File: src/rtl/wb_stage_pkg.sv
// Shared definitions for the writeback stage: MEM->WB bundle layout and FSM encoding.
package wb_stage_pkg;

   localparam int BUNDLE_W   = 74;
   localparam int PAYLOAD_W  = 71;  // bits [70:0]; [73:71] are reserved and never stored
   localparam int RESULT_LSB = 0;
   localparam int RESULT_W   = 32;
   localparam int RD_LSB     = 32;
   localparam int RD_W       = 5;
   localparam int RF_WE_BIT  = 37;
   localparam int PC_LSB     = 38;
   localparam int PC_W       = 32;
   localparam int HALT_BIT   = 70;

   localparam logic [0:0] ST_RUN    = 1'b0;
   localparam logic [0:0] ST_HALTED = 1'b1;

   typedef struct packed {
      logic              halt;
      logic [PC_W-1:0]   pc;
      logic              rf_we;
      logic [RD_W-1:0]   rd;
      logic [RESULT_W-1:0] result;
   } wb_payload_t;

   function automatic wb_payload_t unpack_payload(input logic [PAYLOAD_W-1:0] b);
      wb_payload_t p;
      p.result = b[RESULT_LSB +: RESULT_W];
      p.rd     = b[RD_LSB +: RD_W];
      p.rf_we  = b[RF_WE_BIT];
      p.pc     = b[PC_LSB +: PC_W];
      p.halt   = b[HALT_BIT];
      return p;
   endfunction

endpackage

File: src/rtl/wb_stage_if.sv
// MEM->WB handshake: MEM side is master (drives valid/data), WB side is slave (drives allow_in).
interface wb_stage_if;
   import wb_stage_pkg::*;

   logic                mem_to_wb_reg_valid;
   logic [BUNDLE_W-1:0] mem_data;
   logic                mem_wb_reg_allow_in;

   modport master (output mem_to_wb_reg_valid, output mem_data, input mem_wb_reg_allow_in);
   modport slave  (input mem_to_wb_reg_valid, input mem_data, output mem_wb_reg_allow_in);

endinterface

File: src/rtl/wb_stage_pipe_slot.sv
// Generic single-entry pipeline register with valid bit and allow_in handshake.
module pipe_slot #(
   parameter int W = 8
) (
   input  logic         clk,
   input  logic         reset,
   input  logic         in_valid,
   input  logic [W-1:0] in_data,
   input  logic         ready_go,
   input  logic         block,
   input  logic         drop,
   output logic         allow_in,
   output logic         out_valid,
   output logic [W-1:0] out_data
);

   logic load;

   assign allow_in = !block && (!out_valid || ready_go);
   // drop discards an accepted bundle instead of latching it
   assign load     = in_valid && allow_in && !drop;

   always_ff @(posedge clk) begin
      if (reset) begin
         out_valid <= 1'b0;
         out_data  <= '0;
      end else if (load) begin
         out_valid <= 1'b1;
         out_data  <= in_data;
      end else if (ready_go) begin
         out_valid <= 1'b0;
      end
   end

endmodule

File: src/rtl/wb_stage.sv
// Writeback stage: one slot register, register-file write gating, retire counter, halt FSM.
module wb_stage
   import wb_stage_pkg::*;
#(
   parameter int RETIRE_W = 32
) (
   input  logic                clk,
   input  logic                reset,
   wb_stage_if.slave           mem,
   input  logic                wb_stall,
   output logic [RD_W-1:0]     wb_rd,
   output logic [RESULT_W-1:0] wb_wdata,
   output logic                wb_we,
   output logic                wb_valid,
   output logic [PC_W-1:0]     wb_pc,
   output logic [RETIRE_W-1:0] retire_cnt,
   output logic                halted
);

   logic [0:0]           state;
   logic                 ready_go;
   logic                 retire;
   logic                 halt_retire;
   logic [PAYLOAD_W-1:0] slot_q;
   wb_payload_t          slot;
   logic                 unused_rsvd;

   assign unused_rsvd = &{1'b0, mem.mem_data[BUNDLE_W-1:PAYLOAD_W]};

   assign ready_go    = !wb_stall;
   assign halted      = (state == ST_HALTED);
   assign slot        = unpack_payload(slot_q);
   assign retire      = wb_valid && ready_go;
   assign halt_retire = retire && slot.halt;

   // A bundle arriving as the halt retires is swallowed so the slot empties
   pipe_slot #(.W(PAYLOAD_W)) u_slot (
      .clk       (clk),
      .reset     (reset),
      .in_valid  (mem.mem_to_wb_reg_valid),
      .in_data   (mem.mem_data[PAYLOAD_W-1:0]),
      .ready_go  (ready_go),
      .block     (halted),
      .drop      (halt_retire),
      .allow_in  (mem.mem_wb_reg_allow_in),
      .out_valid (wb_valid),
      .out_data  (slot_q)
   );

   assign wb_we    = retire && slot.rf_we && (slot.rd != '0);
   assign wb_rd    = wb_valid ? slot.rd     : '0;
   assign wb_wdata = wb_valid ? slot.result : '0;
   assign wb_pc    = wb_valid ? slot.pc     : '0;

   always_ff @(posedge clk) begin
      if (reset) begin
         state <= ST_RUN;
      end else begin
         case (state)
            ST_RUN:    if (halt_retire) state <= ST_HALTED;
            ST_HALTED: state <= ST_HALTED;
            default:   state <= ST_RUN;
         endcase
      end
   end

   always_ff @(posedge clk) begin
      if (reset)       retire_cnt <= '0;
      else if (retire) retire_cnt <= retire_cnt + 1'b1;
   end

endmodule
File: src/flat_wrapper.sv
// flat-port wrapper written by rule: the top's interface ports become plain ports
module wb_stage_flat import wb_stage_pkg::*;
#(
   parameter int RETIRE_W = 32
)
  (clk, reset, wb_stall, wb_rd, wb_wdata, wb_we, wb_valid, wb_pc, retire_cnt, halted, mem_mem_to_wb_reg_valid, mem_mem_data, mem_mem_wb_reg_allow_in);
  wb_stage_if mem_i ();
  input  logic clk;
  input  logic reset;
  input  logic wb_stall;
  output logic [RD_W-1:0] wb_rd;
  output logic [RESULT_W-1:0] wb_wdata;
  output logic wb_we;
  output logic wb_valid;
  output logic [PC_W-1:0] wb_pc;
  output logic [RETIRE_W-1:0] retire_cnt;
  output logic halted;
  input wire logic [$bits(mem_i.mem_to_wb_reg_valid)-1:0] mem_mem_to_wb_reg_valid;
  input wire logic [$bits(mem_i.mem_data)-1:0] mem_mem_data;
  output wire logic [$bits(mem_i.mem_wb_reg_allow_in)-1:0] mem_mem_wb_reg_allow_in;
  assign mem_i.mem_to_wb_reg_valid = mem_mem_to_wb_reg_valid;
  assign mem_i.mem_data = mem_mem_data;
  assign mem_mem_wb_reg_allow_in = mem_i.mem_wb_reg_allow_in;
  wb_stage #(.RETIRE_W(RETIRE_W)) u_core (.clk(clk), .reset(reset), .mem(mem_i), .wb_stall(wb_stall), .wb_rd(wb_rd), .wb_wdata(wb_wdata), .wb_we(wb_we), .wb_valid(wb_valid), .wb_pc(wb_pc), .retire_cnt(retire_cnt), .halted(halted));
endmodule
File: config.mk
export PLATFORM = sky130hd
export DESIGN_NAME = wb_stage_flat
export DESIGN_NICKNAME = d
export VERILOG_FILES = /design/src/rtl/wb_stage_pkg.sv /design/src/rtl/wb_stage_if.sv /design/src/rtl/wb_stage_pipe_slot.sv /design/src/rtl/wb_stage.sv /design/src/flat_wrapper.sv
export SDC_FILE = /design/constraint.sdc
export NUM_CORES = 1
export LEC_CHECK = 0
export CAP_MARGIN = 40
export CORE_MARGIN = 2
export CORE_UTILIZATION = 46
export DETAILED_ROUTE_END_ITERATION = 16
export PLACE_DENSITY = 0.85
export SYNTH_ARGS = -nofsm -noshare
export SYNTH_HDL_FRONTEND = slang
export SYNTH_SLANG_ARGS = --single-unit
export TNS_END_PERCENT = 20
File: constraint.sdc
create_clock -name clk -period 3 [get_ports clk]
set_input_delay 0.6 -clock clk [delete_from_list [all_inputs] [get_ports clk]]
set_output_delay 0.6 -clock clk [all_outputs]
set_load 0.03 [all_outputs]
## Word level (Yosys, flattened, before mapping)

Cells that the tools add are included.

- Flip-flop bits (word level): 105
- Latch bits: 0
- RAM bits: 0
- ROM bits: 0
- Input port bits: 78
- Output and inout port bits: 105
- Logic and storage cells: 27
- Memories kept: 0

- Add/sub/neg operators: 1
- $mul: 0
- Divide/modulo/power cells: 0
- Magnitude comparators: 0
- Equality and inequality tests: 1
- Shifts and indexed selects: 0
- Mux-type cells: 7
- Bitwise operators: 1
- Reduce and logical (&&, ||, !) cells: 13

Operators with widths:

| operator | count |
|---|---|
| two-way mux 32 bit | 2 |
| adder 32 x 1 -> 32 bit (second input constant) | 1 |
| logical AND 1 bit | 7 |
| two-way mux 5 bit | 1 |
| nonzero test 5 bit | 1 |
| logical NOT 1 bit | 4 |
| two-way mux 1 bit | 3 |
| != test 2 x 1 -> 1 bit (second input constant) | 1 |
| case mux 1 bit (2 select lines) | 1 |
| logical OR 1 bit | 1 |
| NOT 1 bit | 1 |

## Logic depth before layout (Yosys ltp)

- Depth after elaboration: 6
- Mapped depth: 7
- Gate-level depth less buffers: 4

## Hierarchy

From an unflattened synthesis, not the netlist that was laid out.

- Cell total of the unflattened synthesis: 575
- Area total of the unflattened synthesis: 5385.2 µm²

By module, submodules not included:

| module | times used | cells each | area each (µm²) | seq. area each (µm²) |
|---|---|---|---|---|
| pipe_slot | 1 | 312 | 3309.4 | 1441.4 |
| wb_stage | 1 | 263 | 2075.7 | 660.6 |

## Worst setup path before layout

Ideal clock, no wire load.

- Kind: register -> output
- Start point: register u_core.u_slot.out_valid
- End point: output wb_we
- Arrival: 1.517 ns
- Required time: 2.400 ns
- Setup slack: 0.883 ns
- Cell stages (with the launch flop): 5
- Buffers on the path: 2
- Path through: dfxtp_1 -> clkbuf_1 -> nor2b_1 -> clkbuf_1 -> o311a_1

- Cells in the longest elaborated chain, start to end: 3

RTL lines:

| item | RTL line | RTL |
|---|---|---|
| start, declared | wb_stage_pipe_slot.sv:13 | `output logic out_valid,` |
| start signal, assigned | wb_stage_pipe_slot.sv:25 | `out_valid <= 1'b0;` |
| start signal, assigned | wb_stage_pipe_slot.sv:28 | `out_valid <= 1'b1;` |
| start signal, assigned | wb_stage_pipe_slot.sv:31 | `out_valid <= 1'b0;` |
| logical AND 1 bit | wb_stage.sv:33 | `assign retire = wb_valid && ready_go;` |
| logical AND 1 bit (2 in a row) | wb_stage.sv:50 | `assign wb_we = retire && slot.rf_we && (slot.rd != '0);` |
| end, declared | flat_wrapper.sv:13 | `output logic wb_we;` |

Every way passes these cells.

## Worst setup path after layout

- Start point: input wb_stall
- End point: output mem_mem_wb_reg_allow_in

- Cells in the longest elaborated chain, start to end: 3

RTL lines:

| item | RTL line | RTL |
|---|---|---|
| start, declared | flat_wrapper.sv:10 | `input logic wb_stall;` |
| logical NOT 1 bit | wb_stage.sv:30 | `assign ready_go = !wb_stall;` |
| logical OR 1 bit | wb_stage_pipe_slot.sv:19 | `assign allow_in = !block && (!out_valid \|\| ready_go);` |
| logical AND 1 bit | wb_stage_pipe_slot.sv:19 |  |
| end, declared | flat_wrapper.sv:20 | `output wire logic [$bits(mem_i.mem_wb_reg_allow_in)-1:0] mem_mem_wb_reg_allow_in;` |

Every way passes these cells.

==> summary.md <==
| Metric | Value |
|---|---|
| Register bit total from synthesis | `105` |
| Filler cells | `735` |
| Pleak | `2.35 nW` |
| # clock sinks | `105` |
| Startpoint Class | `primary input` |
| Min-delay worst type | `reg2reg` |
| CTS buffer count | `9` |
| Yosys Warn Count | `0` |
| Sw frac | `25.7%` |
| P per Cell Area | `429 nW/um^2` |
| Vias | `4484` |
| Post-synth top area cell | `dfxtp_1` |
| Worst slew pin tran | `0.565 ns` |
| Pint | `2.08 mW` |
| I/O pin cnt | `183` |
| Most frequent cell after synthesis | `nand2_1` |
| Layout Area Growth over Synthesis | `46.4%` |
| Reg power frac | `53.0%` |
| Port bufs | `179` |
| Vert. Die Dim | `103 um` |
| Die Wd | `103 um` |
| Reg2Reg Setup Slack | `0.90 ns` |
| Peak VDD IR | `0.267 mV` |
| R2R cell count | `4` |
| Dpl cells | `847` |
| CTS clk-pin slew, worst paths | `0.09 ns` |
| Avg Synthesized Cell Area | `7.77 sq um` |
| Total Routing Usage GR | `23.7%` |
| Switching power | `0.719 mW` |
| Num rows | `35` |
| Crit path top cell by count | `clkdlybuf4s50_1` |
| Max Cap Viol | `0` |
| Hold Crit Endpoint | `u_core.u_slot.out_data[17]` |
| Area after DPL | `6330 sq um` |
| Post-CTS setup buffers | `0` |
| Final worst path period share | `88.5%` |
| Initial core utilization | `47.9%` |
| Critical Path Max Stage Delay | `0.71 ns` |
| First-pass GRT wire length | `20.2 mm` |
| Setup TNS | `0 ns` |
| Routed WL per cell | `14.4 um` |
| Sequential share of the synthesized area | `47.1%` |
| CTS tree | `done` |
| Die ar. | `10500 sq um` |
| Max-slew violations | `0` |
| Outcome | `finished clean` |
| 1st-pass router iterations | `5` |
| Synth top area share | `47.1%` |
| DRC | `0` |
| Mapped cell area | `4470 sq um` |
| Max frequency | `0.377 GHz` |
| Final Skew | `0.0124 ns` |
| Detailed Place HPWL | `8.60 mm` |
| Ant. Diodes | `0` |
| RSZ-0062 raised after global routing | `false` |
| Via density | `5.20` |
| Number of flops mapped to enable cells by yosys | `0` |
| Worst r2r src | `u_core.retire_cnt[10]` |
| Antenna-violating nets left | `0` |
| Crit-path max FO | `5` |
| Initial antenna violation count | `0` |
| Setup violations, final | `0` |
| Core area | `9330 sq um` |
| Setup CP Type | `in2out` |
| Clk Latency, worst-skew pair | `0.36 ns` |
| Slowest-stage cell, CP | `clkdlybuf4s50_1` |
| Final instance area | `6540 sq um` |
| Synth cell types | `30` |
| First-iteration detailed-routing DRC count | `137` |
| CTS H-tree lvls | `3` |
| Final min period | `2.65 ns` |
| Hold path start | `u_core.u_slot.out_data[17]` |
| Critical path, cell by cell | `clkdlybuf4s50_1 > a21oi_1 > clkdlybuf4s50_1` |
| Reg2Reg Capture Point | `u_core.retire_cnt[31]` |
| Data required time at the worst endpoint | `2.40 ns` |
| Top cells by area, synth | `dfxtp_1, nand2_1, a21oi_1` |
| Crit path capture type | `output port` |
| Synth Instances | `575` |
| Clock network power share | `32.3%` |
| Hold Buf Count CTS | `0` |
| Share of flip-flops with an asynchronous set or reset | `0%` |
| CP arrival | `2.05 ns` |
| Gpl congestion | `0.849` |
| Ys flop type | `dfxtp_1` |
| Non-filler cells in the finished layout | `863` |
| Largest net degree at the start of global routing | `58` |
| Post-Syn Nets | `654` |
| Hold Path Cell Cnt | `2` |
| Final hold vios | `0` |
| Gr ovfl total | `0` |
| Fin nets | `808` |
| Combinational Power Share | `14.7%` |
| Post-CTS sizing | `0` |
| Slew headroom | `62.3%` |
| Routed WL | `12.4 mm` |
| Commonest cells post-synth | `nand2_1, dfxtp_1, a21oi_1` |
| Root buffer cell | `clkbuf_8` |
| Vias in the first global route | `4267` |
| CTS max path bufs | `2` |
| Share of layout cells above drive strength 1 | `4.09%` |
==> worst max-delay path, delay by kind of cell <==
family | cells | cell delay [ns]
buf+inv | 2 | 1.23
compound gates | 1 | 0.22
==> how the worst max path moves through the flow <==
| stage | cells after the start | from | endpoint |
|---|---|---|---|
| 2_1_floorplan | 4 | u_core.u_slot.out_valid | wb_we |
| 3_3_place_gp | 3 | wb_stall | mem_mem_wb_reg_allow_in |
| 3_5_place_dp | 3 | wb_stall | mem_mem_wb_reg_allow_in |
| 4_1_cts | 3 | wb_stall | mem_mem_wb_reg_allow_in |
| 5_1_grt | 3 | wb_stall | mem_mem_wb_reg_allow_in |
| 6_report | 3 | wb_stall | mem_mem_wb_reg_allow_in |
==> power by group through the flow <==
stage / Combinational (mW) / Sequential [mW] / Clock [mW]
after floorplan: 0.213 / 1.51 / 0
after global placement: 0.404 / 1.51 / 0
after detailed placement: 0.412 / 1.52 / 0
after CTS: 0.414 / 1.49 / 0.923
after global routing: 0.447 / 1.49 / 0.972
final: 0.411 / 1.49 / 0.906
==> area by class of cell <==
class / count / area, sq um / share of cell area, %
Tap cell: 129 / 161 / 2.47
Clock inverter: 4 / 51.3 / 0.785
Multi-Input combinational cell: 421 / 2170 / 33.2
Sequential cell: 105 / 2100 / 32.2
Inverter: 4 / 15.0 / 0.230
Clock buffer: 12 / 155 / 2.37
Timing Repair Buffer: 188 / 1880 / 28.7
==> sequential cells by signal (all words and copies together) (netlist names) <==
signal                   flops
u_core.u_slot.out_data      71
u_core.halted                1
u_core.retire_cnt           32
u_core.u_slot.out_valid      1
==> metrics by stage <==
step           total power [mW]  utilization [%]  hold slack (ns)  setup WS (ns)
2_1_floorplan              1.73                -            0.432          0.883
3_3_place_gp               1.92             67.9            0.437          0.391
3_5_place_dp               1.93             67.9            0.442          0.360
4_1_cts                    2.82             70.1            0.454          0.346
5_1_grt                    2.91             70.1            0.468          0.326
6_report                   2.80             70.1            0.454          0.346
==> placed cells by master, fill, tap and decap left out, types with 2 or more instances in the layout <==
cell and count:
a21oi_1 95, and2_1 72, and3_1 2, and4_1 3, buf_12 2, buf_4 9, clkbuf_8 11, clkdlybuf4s50_1 177
dfxtp_1 104, inv_1 4, nand2_1 155, nand3_1 10, nand4_1 8, nor2_1 12, nor2b_1 2, o21ai_0 8
o31ai_1 14, or3_1 8, or4_1 14, xnor2_1 2, xor2_1 7
==> cells by family (layout without fill, tap and decap cells) <==
family          after synthesis  in the layout  synth area share [%]
buf+inv                      49            208                  4.31
compound gates              118            118                  14.1
flops                       105            105                  47.1
mux                           2              2                 0.476
simple gates                291            291                  32.0
fa+ha+maj                     1              1                 0.280
xor+xnor                      9              9                  1.77
==> routing by layer <==
layer | track usage, % | up-vias | wire length, um
met5 | 0 | - | 0
met4 | 8.51 | 0 | 311
met3 | 8.81 | 23 | 1040
met2 | 39.0 | 132 | 5950
met1 | 28.4 | 2110 | 5100
li1 | - | 2219 | -
Power figures use the tool's default switching activity.
